--- config.mk ---
export PLATFORM = sky130hd
export DESIGN_NAME = data_memory_bank
export DESIGN_NICKNAME = d
export VERILOG_FILES = /design/src/rtl/data_memory_bank.sv
export SDC_FILE = /design/constraint.sdc
export NUM_CORES = 1
export LEC_CHECK = 0
export BUFFER_PORTS_ARGS = -buffer_cell sky130_fd_sc_hd__buf_4
export CAP_MARGIN = 20
export CELL_PAD_IN_SITES_DETAIL_PLACEMENT = 1
export CELL_PAD_IN_SITES_GLOBAL_PLACEMENT = 1
export CORE_ASPECT_RATIO = 0.7
export CORE_MARGIN = 2
export CORE_UTILIZATION = 46
export DETAILED_ROUTE_END_ITERATION = 7
export GPL_TIMING_DRIVEN = 0
export PLACE_DENSITY_LB_ADDON = 0.1
export SYNTH_ARGS = -nofsm -noshare
export SYNTH_HDL_FRONTEND = slang
export SYNTH_SLANG_ARGS = --single-unit
--- constraint.sdc ---
create_clock -name clk -period 4.4 [get_ports clk]
set_input_delay 0.66 -clock clk [delete_from_list [all_inputs] [get_ports clk]]
set_output_delay 0.66 -clock clk [all_outputs]
set_load 0.005 [all_outputs]
--- src/rtl/data_memory_bank.sv ---
// Single-port data memory for the load/store path: valid/ready requests, byte strobes,
// read-first stores, out-of-range flagging, 1/2-cycle read latency and a zero-fill sequencer.
module data_memory_bank #(
  parameter int DATA_WIDTH   = 32,
  parameter int ADDR_WIDTH   = 4,
  parameter int DEPTH        = 16,
  parameter int READ_LATENCY = 1
) (
  input  logic                    clk,
  input  logic                    rst,
  input  logic                    req_valid,
  output logic                    req_ready,
  input  logic                    req_write,
  input  logic [ADDR_WIDTH-1:0]   req_addr,
  input  logic [DATA_WIDTH-1:0]   req_wdata,
  input  logic [DATA_WIDTH/8-1:0] req_wstrb,
  output logic                    rsp_valid,
  output logic [DATA_WIDTH-1:0]   rsp_rdata,
  output logic                    rsp_err,
  input  logic                    clear,
  output logic                    busy
);

  localparam int LANES = DATA_WIDTH / 8;
  localparam int CW    = ADDR_WIDTH + 1;

  typedef enum logic {IDLE, CLEAR} state_t;

  state_t          state, state_next;
  logic [CW-1:0]   cnt, cnt_next;
  logic [DATA_WIDTH-1:0] mem [DEPTH];

  logic                  accept;
  logic                  in_range;
  logic                  clear_last;
  logic                  s1_valid;
  logic                  s1_err;
  logic [DATA_WIDTH-1:0] s1_rdata;

  assign req_ready  = (state == IDLE) && !rst;
  assign accept     = req_valid && req_ready;
  assign in_range   = {1'b0, req_addr} < CW'(DEPTH);
  assign clear_last = cnt == CW'(DEPTH - 1);
  assign busy       = state == CLEAR;

  always_comb begin
    state_next = state;
    cnt_next   = cnt;
    case (state)
      IDLE: begin
        if (clear) begin
          state_next = CLEAR;
          cnt_next   = '0;
        end
      end
      CLEAR: begin
        cnt_next = cnt + CW'(1);
        if (clear_last) begin
          state_next = IDLE;
          cnt_next   = '0;
        end
      end
      default: state_next = IDLE;
    endcase
  end

  always_ff @(posedge clk or posedge rst) begin
    if (rst) begin
      state <= IDLE;
      cnt   <= '0;
    end else begin
      state <= state_next;
      cnt   <= cnt_next;
    end
  end

  // The array has no reset; rst only blocks writes so an aborted clear leaves the rest intact.
  always_ff @(posedge clk) begin
    if (!rst) begin
      if (state == CLEAR) begin
        mem[cnt[ADDR_WIDTH-1:0]] <= '0;
      end else if (accept && req_write && in_range) begin
        for (int i = 0; i < LANES; i++) begin
          if (req_wstrb[i]) mem[req_addr][8*i +: 8] <= req_wdata[8*i +: 8];
        end
      end
    end
  end

  always_ff @(posedge clk or posedge rst) begin
    if (rst) begin
      s1_valid <= 1'b0;
      s1_err   <= 1'b0;
      s1_rdata <= '0;
    end else begin
      s1_valid <= accept;
      if (accept) begin
        s1_err   <= !in_range;
        s1_rdata <= in_range ? mem[req_addr] : '0;
      end
    end
  end

  generate
    if (READ_LATENCY == 2) begin : g_lat2
      logic                  s2_valid;
      logic                  s2_err;
      logic [DATA_WIDTH-1:0] s2_rdata;

      always_ff @(posedge clk or posedge rst) begin
        if (rst) begin
          s2_valid <= 1'b0;
          s2_err   <= 1'b0;
          s2_rdata <= '0;
        end else begin
          s2_valid <= s1_valid;
          if (s1_valid) begin
            s2_err   <= s1_err;
            s2_rdata <= s1_rdata;
          end
        end
      end

      assign rsp_valid = s2_valid;
      assign rsp_err   = s2_err;
      assign rsp_rdata = s2_rdata;
    end else begin : g_lat1
      assign rsp_valid = s1_valid;
      assign rsp_err   = s1_err;
      assign rsp_rdata = s1_rdata;
    end
  endgenerate

endmodule

---- Word-level counts from Yosys, hierarchy flattened ----
Memory sizes are Yosys's and may differ from the RTL's. A register that Yosys moved wholly into a read port is not among the register bits.
Cells that the tools add are included.
operators by class
  add/sub/neg operators ................... 1
  equal/unequal tests ..................... 2
  multiplexer cells ....................... 32
  bitwise gates (word level) .............. 1
  reduce and logical (&&, ||, !) cells .... 5
operators by type and width
  cell                   number
  $mux W32               1
  $reduce_or A32 Y1      1
  $mux W1                25
  $mux W5                2
  $pmux W5 S2            1
  $mux W4                2
  $add A5 B1 Y5 const B  1
  $eq A5 B4 Y1 const B   1
  $logic_and A1 B1 Y1    3
  $ne A2 B2 Y1 const B   1
  $pmux W1 S2            1
  $logic_not A1 Y1       1
  $not A1 Y1             1
word-level totals
  bits in registers ....................... 7
  bits in writable memories ............... 512
  input bits .............................. 45
  memories ................................ 1
memories
  name  words  bits a word  rd ports  clocked after Yosys merged registers in  write ports  RTL line  text
  mem   16     32           1         1                                        1            31        logic [DATA_WIDTH-1:0] mem [DEPTH];

---- Logic depth before layout (Yosys ltp) ----
Gate-level depths: netlist of run 1.
  word-level depth ........................ 10
  gate-level depth with buffers ........... 8
  mapped depth without buffers ............ 5

---- Least setup slack after synthesis of run 1 ----
Ideal clock, no wire load.
  path type ............................... input to register
  start point ............................. in rst
  end point ............................... mem mem[10][24] (enable)
  library setup time ...................... 0.383 ns
  arrival ................................. 2.870 ns
  required time ........................... 4.017 ns
  setup slack ............................. 1.146 ns
  cell stages on the path ................. 4
  cell sequence ........................... inv_1 o21ai_1 clkbuf_1 nor3_1
between the ends
  longest elaborated chain between the ends .. 10
RTL lines
  what                           RTL line  text
  start, declared                10        input logic rst,
  $logic_not A1 Y1 (no line)     -
  $logic_and A1 B1 Y1            40        assign req_ready = (state == IDLE) && !rst;
  $logic_and A1 B1 Y1            41        assign accept = req_valid && req_ready;
  $logic_and A1 B1 Y1            82        end else if (accept && req_write && in_range) begin
  $mux W1                        82
  $mux W1                        80        if (state == CLEAR) begin
  $mux W1                        79        if (!rst) begin
  $mux W1 (implied by the code)  84        if (req_wstrb[i]) mem[req_addr][8*i +: 8] <= req_wdata[8*i +: 8];
  $reduce_or A32 Y1 (no line)    -
  $mux W4 (no line)              -
  end, declared                  31
Parallel ways exist; a longest one is shown, timed or not.

---- Final worst setup path of run 1 ----
  start point ............................. in req_addr[1]
  end point ............................... mem mem[11][2] (enable)
between the ends
  longest elaborated chain between the ends .. 1
RTL lines
  what               RTL line  text
  start, declared    14        input logic [ADDR_WIDTH-1:0] req_addr,
  $mux W4 (no line)  -
No other way between the ends.

==> impl_metrics.yaml, run 1 <==
place:
  portBuffers: 76
  place_inst: 1813
  gp_congestion: 0.761
  dpl.hpwl_um: 37700
  preCtsSetupSlack_ns: 0.692
  place_area_um2: 23500
floorplanning:
  dieArea_um2: 49000
  fp.dieH_um: 186
  ioPinCount: 81
  start_util_pct: 46.7
  core_um2: 46600
  die_w_um: 264
  num_rows: 66
timing:
  fmax_ghz: 0.318
  finClkSkew_ns: 0.0157
  setup_violations: 0
  finalHoldViolCount: 0
  worst_slack_ns: 1.25
  slew_violations: 0
  timing.final.crit_share_pct: 71.6
  timing.final.crit_period_ns: 3.15
  grt_setup_unrepaired: "false"
  worstMarginPinSlew_ns: 1.08
  hold_ws_ns: 0.131
  worst_slew_margin_rel_pct: 27.7
worst_setup_path:
  r2r_setup_slack_ns: 1.51
  cpPeakStageDelay_ns: 0.68
  path_depth: 7
  cpMaxStageDelayCell: "nor3_1"
  critPathTopFamily: "buffers and inverters"
  startpoint: "req_addr[1]"
  cp-start-kind: "input pin"
  cp-endpoint: "mem[11][2]"
  worstReg2RegEnd: "mem[14][15]"
  crit_top_cell: "clkbuf_1"
  crit_buf_inv: 4
  path_cells: "clkbuf_1 > clkbuf_1 > nand2_1 > mux2_4 > buf_6 > nor3_1 > buf_4"
  r2r-start: "busy"
  reg2reg_depth: 8
  setup.worst_path.end_class: "flop"
  path_max_fanout: 10
  worstPathRequired_ns: 4.69
  crit_type: "input pin to flop"
  critical_path_arrival_ns: 3.44
routing:
  wl_per_cell_um: 28.9
  via_per_inst: 5.87
  via_count: 11224
  totalWireLength_um: 55300
  first_pass_iters: 5
  drt_iter0_markers: 1147
  drc_errors: 0
  ant_nets: 0
layout:
  final_common_cell: "edfxtp_1"
  area_growth_pct: 16.1
  diodes: 0
  most-common-layout-cells: "edfxtp_1, mux4_2, buf_4, mux2i_1, clkbuf_16"
  drive_above_1_share_pct: 30.6
  design_area_um2: 25200
  stdcell_count: 1913
  nets: 1303
synthesis:
  ys_types: 38
  avgSynthCellArea_um2: 19.8
  ys_async_sr_fraction_pct: 7.08
  synth.area.mux_share_pct: 15.5
  ys_ff_latch: 551
  synthAdderAreaFrac_pct: 0.0576
  synth_flop_cell: "edfxtp_1"
  synth-simple-area-share_pct: 4.06
  ys_seq_area_share_pct: 75.2
  synth_edf_count: 512
  synth_fp_nets: 1144
  synth_cells: 1098
  synth_compound_area_share_pct: 3.30
  synth_top_family_by_area: "multiplexers"
  ys_warn_count: 0
  synth_area_um2: 21700
  synth_xor_area_share_pct: 0.0403
clocking:
  path_clk_slew_ns: 0.06
  ctsRootBufferMaster: "clkbuf_16"
  cts_buffers: 53
  cts_resized: 0
  clock-sinks: 551
  clk_path_buf_depth: 3
  cts_tree: "yes"
  ctsHoldBuffers: 0
  cts_htree_levels: 2
  clk_latency_ns: 0.59
  postCtsSetupBuffers: 0
global_route:
  grt_util_all_layers_pct: 23.2
  grt_pass1_wl_um: 81300
  grt_max_degree: 29
  antenna_found_initial: 1
  overflow: 0
  first_global_vias: 11792
outcome:
  outcome: "finished clean"
power_and_ir_drop:
  ir_drop_v: 0.000305
  total_power_mw: 13.0
  p_seq_share_pct: 50.0
  power_density_nw_per_um2: 515
  power.switching_mw: 3.43
  power.internal_mw: 9.57
  leakagePower_nw: 8.62
  p_clk_share_pct: 34.1
  p_sw_share_pct: 26.4
  comb_power_share_pct: 15.9
flow_run:
  maxCapViolCount: 0
hold_path:
  hold_path_class: "input pin to asynchronous set/reset pin"
[how the worst min path moves through the flow]
stage               slack [ns]  cells after the start            end     startpoint
finish                    0.13                      2  rsp_rdata[16]            rst
global route              0.15                      2  rsp_rdata[16]            rst
CTS                       0.14                      2  rsp_rdata[16]            rst
detailed placement        0.50                      2         cnt[4]         cnt[4]
global placement          0.47                      2  rsp_rdata[22]  rsp_rdata[22]
floorplan                 0.47                      2  rsp_rdata[22]  rsp_rdata[22]
[cell type report]
type	count	area (um^2)
Fill cell	4152	21300
Sequential cell	551	16400
Multi-Input combinational cell	472	5210
Clock buffer	70	1450
Timing Repair Buffer	104	836
Tap cell	612	766
Buffer	72	388
Clock inverter	29	216
Inverter	3	11.3
[cell usage after synthesis (2+ instances only)]
cell type | count | area (um^2)
mux2_2 | 32 | 360
a21oi_1 | 3 | 15.0
and3_1 | 4 | 25.0
buf_6 | 9 | 101
a221oi_1 | 30 | 263
buf_2 | 10 | 50.1
and2_1 | 33 | 206
buf_1 | 6 | 22.5
inv_1 | 3 | 11.3
nor2_1 | 8 | 30.0
mux4_2 | 98 | 2210
clkbuf_1 | 37 | 139
nand2_1 | 40 | 150
mux2i_1 | 63 | 631
mux2i_4 | 6 | 135
o21ai_1 | 4 | 20.0
buf_4 | 10 | 75.1
nor3_1 | 56 | 280
a22oi_1 | 30 | 225
nor3_2 | 8 | 80.1
mux2_4 | 2 | 30.0
o21ai_0 | 33 | 165
nor2b_1 | 9 | 56.3
edfxtp_1 | 512 | 15400
dfrtp_1 | 39 | 976
[registers in the layout (all words and copies together) (netlist names)]
| register | count |
|---|---|
| rsp_valid | 1 |
| mem | 512 |
| rsp_rdata | 32 |
| cnt | 5 |
| busy | 1 |
[power by group through the flow]
stage	clock network [mW]	registers (mW)	logic, mW
after floorplan	0	6.53	1.10
final	4.43	6.50	2.07
after global placement	0	6.60	1.86
after global routing	4.70	6.54	2.22
after CTS	4.49	6.50	2.08
after detailed placement	0	6.61	2.07
[stage by stage]
stage | TNS, ns | util (%)
after detailed placement | 0 | 50.6
after CTS | 0 | 54.1
final | 0 | 54.2
after floorplan | 0 | -
after global placement | -396.86 | 49.5
after global routing | 0 | 54.2
[metal layers]
layer  vias up  wire length [um]  track usage, %
li1       4820                 -               -
met1      6038             26200            35.5
met2       298             25100            35.4
met3        68              2990            3.78
met4         0               986            5.05
met5         -                 0               0
[cell families after synthesis]
| logic type | after synthesis |
|---|---|
| simple gates | 165 |
| other cells | 1 |
| flops | 551 |
| mux | 201 |
| compound gates | 103 |
| buf+inv | 75 |
| xor+xnor | 1 |
| fa+ha+maj | 1 |
(Power assumes the default switching activity.)
==> run 2: changes to the inputs <==
- ABC_AREA: unset -> 1
- clock period: 4.4 -> 3.3 ns (I/O delays scaled with it)
==> impl_metrics.yaml, run 2 <==
outcome:
  outcome: "finished clean"
power_and_ir_drop:
  p_clk_share_pct: 33.6
  p_seq_share_pct: 50.1
  power.internal_mw: 12.6
  ir_drop_v: 0.000372
  power.switching_mw: 4.92
  total_power_mw: 17.5
  p_sw_share_pct: 28.1
  comb_power_share_pct: 16.3
  power_density_nw_per_um2: 675
  leakagePower_nw: 9.84
place:
  preCtsSetupSlack_ns: 0.00949
  gp_congestion: 0.877
  place_inst: 2710
  portBuffers: 76
  dpl.hpwl_um: 52600
layout:
  drive_above_1_share_pct: 11.8
  nets: 2179
  most-common-layout-cells: "nand2_1, edfxtp_1, nand3_1, a21oi_1, nor2_1"
  area_growth_pct: 15.4
  regMostFlops: "mem"
  stdcell_count: 2830
  final_common_cell: "nand2_1"
  diodes: 0
  largest_reg_flops: 512
worst_setup_path:
  cp-start-kind: "flop"
  worstPathRequired_ns: 3.50
  r2r_setup_slack_ns: 0.09
  worstReg2RegEnd: "mem[1][9]"
  path_cells: "nor2_4 > nand2_4 > nor2_8 > o21ai_4 > nand3_1 > nand2_1 > nor2_4 > nand2_2 > nor2_1"
  critical_path_arrival_ns: 3.41
  crit_top_cell: "nor2_4"
  crit_type: "flop to flop"
  r2r-start: "busy"
  path_max_fanout: 9
  setup.worst_path.end_class: "flop"
  critPathTopFamily: "simple AND/OR/NAND/NOR gates"
  crit_buf_inv: 0
  cpPeakStageDelay_ns: 0.94
  cpMaxStageDelayCell: "nor2_1"
  reg2reg_depth: 9
clocking:
  cts_htree_levels: 2
  clk_path_buf_depth: 3
  postCtsSetupBuffers: 0
  ctsRootBufferMaster: "clkbuf_16"
  clk_latency_ns: 0.61
  cts_buffers: 53
  clock-sinks: 551
  path_clk_slew_ns: 0.06
  cts_tree: "yes"
timing:
  setup_violations: 0
  finClkSkew_ns: 0.0223
  worst_slew_margin_rel_pct: 17.8
  timing.final.crit_period_ns: 3.21
  timing.final.crit_share_pct: 97.2
  slew_violations: 0
  worstMarginPinSlew_ns: 1.23
  worst_slack_ns: 0.0935
  grt_setup_unrepaired: "true"
  hold_ws_ns: 0.192
  finalHoldViolCount: 0
  fmax_ghz: 0.312
routing:
  via_per_inst: 5.81
  ant_nets: 0
  drt_iter0_markers: 1706
  drc_errors: 0
  first_pass_iters: 5
  wl_per_cell_um: 27.7
  via_count: 16442
  totalWireLength_um: 78400
floorplanning:
  ioPinCount: 81
  start_util_pct: 46.8
  die_w_um: 268
  core_um2: 48100
  fp.dieH_um: 189
  dieArea_um2: 50800
  num_rows: 67
synthesis:
  synth_edf_count: 512
  ys_async_sr_fraction_pct: 7.08
  synth_flop_cell: "edfxtp_1"
  synth_cells: 1957
  synthTopCellsByArea: "edfxtp_1, nand2_1, nand3_1"
  synth_area_um2: 22500
  avgSynthCellArea_um2: 11.5
  synth_common_cells: "nand2_1, edfxtp_1, nand3_1"
  ys_warn_count: 0
  ys_ff_latch: 551
  ys_seq_area_share_pct: 72.6
  synth.most_common_cell: "nand2_1"
  synth_top_cell_area_share_pct: 68.3
  yosysTopAreaCell: "edfxtp_1"
  synth_fp_nets: 2003
  ys_types: 24
global_route:
  grt_util_all_layers_pct: 31.2
  first_global_vias: 16440
  antenna_found_initial: 0
  overflow: 0
  grt_max_degree: 25
  grt_pass1_wl_um: 112000
flow_run:
  maxCapViolCount: 0
hold_path:
  min_to: "cnt[0]"
  hold_path_depth: 4
  hold_path_class: "input pin to flop"
  worstHoldStart: "clear"
run 2: final cells by class:
cell class	instances	area, um^2
clock inverter	19	141
tap	655	820
clock buffer	78	1480
sequential	551	16400
multi-input combinational	1234	5490
buffer	120	492
fill	5101	22100
timing repair buffer	121	1020
inverter	52	195
run 2: routing by layer:
metal	GRT usage [%]	part of all wire, %	vias to the layer above	wire [um]
met1	46.2	44	8342	34300
li1	-	-	7152	-
met5	0	0	-	0
met2	46.3	44	800	34100
met3	5.71	9.4	148	7340
met4	11.2	3.4	0	2630
run 2: timing repair:
item	CTS	global route
hold buffers	1	0
hold endpoints to repair	15	0
resized for setup	0	1
endpoints found under the setup margin	0	34
run 2: per-stage QoR:
step                      TNS [ns]  cell area, um^2  util (%)
after floorplan                  0            22500         -
after global placement     -609.05            23900      49.7
after detailed placement         0            24200      50.2
after CTS                        0            25800      53.6
after global routing        -0.133            26000      54.0
final                            0            26000      54.0
run 2: kinds of logic after synthesis:
logic type | share of synthesized area [%]
flops | 72.6
fa+ha+maj | 0.0555
other cells | 0.0167
buf+inv | 3.05
xor+xnor | 0.0389
compound gates | 4.91
simple gates | 19.3
run 2: power by group through the flow:
stage	registers [mW]	logic (mW)	clock network, mW
after floorplan	8.85	1.44	0
after CTS	8.79	2.81	5.93
after global placement	8.90	2.63	0
after global routing	8.86	3.07	6.16
after detailed placement	8.93	2.79	0
final	8.79	2.86	5.89
run 2: worst min-delay path: cells and delay by family:
family          cells  cell delay [ns]
simple gates        2             0.10
compound gates      1             0.06
buf+inv             1             0.09
run 2: how the worst max path moves through the flow:
stage,from,to,slack [ns],cells past startpoint
floorplan,rst,mem[10][0],0.55,6
global placement,rst,mem[6][12],-1.46,7
detailed placement,rst,mem[6][29],0.009,10
CTS,busy,mem[4][29],0.09,8
global route,rst,mem[8][6],-0.01,8
finish,busy,mem[1][9],0.09,9
==> run 3: changes to the inputs <==
- clock period: 3.3 -> 2.98 ns (I/O delays scaled with it)
==> impl_metrics.yaml, run 3 (synthesis results as in run 2) <==
outcome:
  outcome: "complete, but fails checks"
  violations: "negative setup slack"
floorplanning:
  fp.dieH_um: 189
  num_rows: 67
  die_w_um: 268
  core_um2: 48100
  dieArea_um2: 50800
  ioPinCount: 81
  start_util_pct: 46.8
routing:
  wl_per_cell_um: 27.9
  drc_errors: 0
  totalWireLength_um: 78500
  ant_nets: 0
  via_per_inst: 5.83
  first_pass_iters: 5
  drt_iter0_markers: 1694
  via_count: 16410
place:
  dpl.hpwl_um: 52600
  place_inst: 2710
  gp_congestion: 0.877
  portBuffers: 76
clocking:
  path_clk_slew_ns: 0.07
  ctsRootBufferMaster: "clkbuf_16"
  postCtsSetupBuffers: 0
  clock-sinks: 551
  clk_path_buf_depth: 3
  cts_htree_levels: 2
  cts_tree: "yes"
  clk_latency_ns: 0.61
  cts_buffers: 53
layout:
  nFillCells: 5070
  most-common-layout-cells: "nand2_1, edfxtp_1, nand3_1, a21oi_1, clkbuf_1"
  stdcell_count: 2815
  final_common_cell: "nand2_1"
  drive_above_1_share_pct: 14.4
  area_growth_pct: 16.0
  regMostFlops: "mem"
  nets: 2164
  largest_reg_flops: 512
  final_util_pct: 54.3
  diodes: 0
timing:
  finalHoldViolCount: 0
  worst_slew_margin_rel_pct: 17.0
  setup_violations: 48
  slew_violations: 0
  grt_setup_unrepaired: "true"
  worstMarginPinSlew_ns: 1.24
  timing.final.crit_share_pct: 105
  worst_slack_ns: -0.137
  timing.final.crit_period_ns: 3.12
  finClkSkew_ns: 0.0261
  setup_tns_ns: -5.24
  fmax_ghz: 0.321
hold_path:
  min_to: "cnt[0]"
  hold_path_class: "input pin to flop"
  worstHoldStart: "clear"
  hold_path_depth: 4
worst_setup_path:
  critical_path_arrival_ns: 3.38
  worstPathRequired_ns: 3.24
  r2r_setup_slack_ns: -0.14
  reg2reg_depth: 8
  worstReg2RegEnd: "mem[15][17]"
  setup.worst_path.end_class: "flop"
  path_max_fanout: 16
  cp-start-kind: "flop"
  crit_type: "flop to flop"
  r2r-start: "busy"
power_and_ir_drop:
  power.internal_mw: 14.0
  power_density_nw_per_um2: 747
  leakagePower_nw: 9.74
  p_sw_share_pct: 28.4
  total_power_mw: 19.5
  comb_power_share_pct: 16.6
  ir_drop_v: 0.000415
  p_clk_share_pct: 33.5
  p_seq_share_pct: 49.9
  power.switching_mw: 5.54
global_route:
  grt_max_degree: 25
  overflow: 0
  first_global_vias: 16493
  grt_util_all_layers_pct: 31.3
  antenna_found_initial: 0
  grt_pass1_wl_um: 112000
flow_run:
  maxCapViolCount: 0
## run 3: cell types whose count changed in the layout (fill, tap and decap cells not counted), sizes merged
cell / previous run / this run
dlygate4sd3: 1 / 2
clkbuf: 145 / 144
buf: 173 / 158
## run 3: repair_timing
item | in CTS | in global routing
hold buffers | 2 | 0
setup endpoints to repair | 608 | 355
gates resized for setup | 50 | 35
pin swaps | 0 | 0
hold endpoints to repair | 15 | 0
## run 3: per-stage QoR
stage	setup slack [ns]	instance area, um^2	hold WS, ns
after CTS	-0.197	25900	0.118
after global routing	-0.235	26100	0.176
after global placement	-1.73	23900	0.491
final	-0.137	26100	0.140
after floorplan	0.275	22500	0.459
after detailed placement	-0.263	24200	0.518
## run 3: final cells by class
class	instances	area [um^2]	share of cell area, %
flip-flops and latches	551	16400	62.6
multi-input cells	1234	5730	21.9
clock buffers	78	1480	5.68
repair buffers	106	916	3.51
well taps	655	820	3.14
plain buffers	120	492	1.88
inverters	52	195	0.747
clock inverters	19	141	0.541
## run 3: worst max-delay path by stage
stage                     start     endpoint  slack, ns
after floorplan             rst   mem[10][0]       0.28
final                      busy  mem[15][17]      -0.14
after detailed placement    rst   mem[6][29]      -0.26
after CTS                  busy   mem[3][13]      -0.20
after global routing       busy   mem[3][12]      -0.24
after global placement      rst   mem[6][12]      -1.73
## run 3: worst max-delay path, stage by stage, from the launching register on
cell     delay (ns)
dfrtp_1        0.49
nor2_4         0.18
nand2_4        0.18
nor2_8         0.20
o21ai_4        0.14
nand2_4        0.14
inv_1          0.27
buf_2          0.32
nor2_1         0.83
## run 3: metal layers
| metal | global-route usage, % | up-vias | share of wire (%) | routed length [um] |
|---|---|---|---|---|
| met5 | 0 | - | 0 | 0 |
| met4 | 11.3 | 0 | 3.5 | 2720 |
| met3 | 5.75 | 160 | 8.8 | 6910 |
| met2 | 46.4 | 808 | 44 | 34300 |
| met1 | 46.2 | 8310 | 44 | 34600 |
| li1 | - | 7132 | - | - |
## run 3: power groups by stage
stage                     clock network (mW)  logic [mW]  registers, mW
after global routing                    6.82        3.47           9.81
after detailed placement                   0        3.09           9.89
final                                   6.53        3.25           9.73
after floorplan                            0        1.59           9.80
after CTS                               6.56        3.16           9.73
after global placement                     0        2.92           9.86
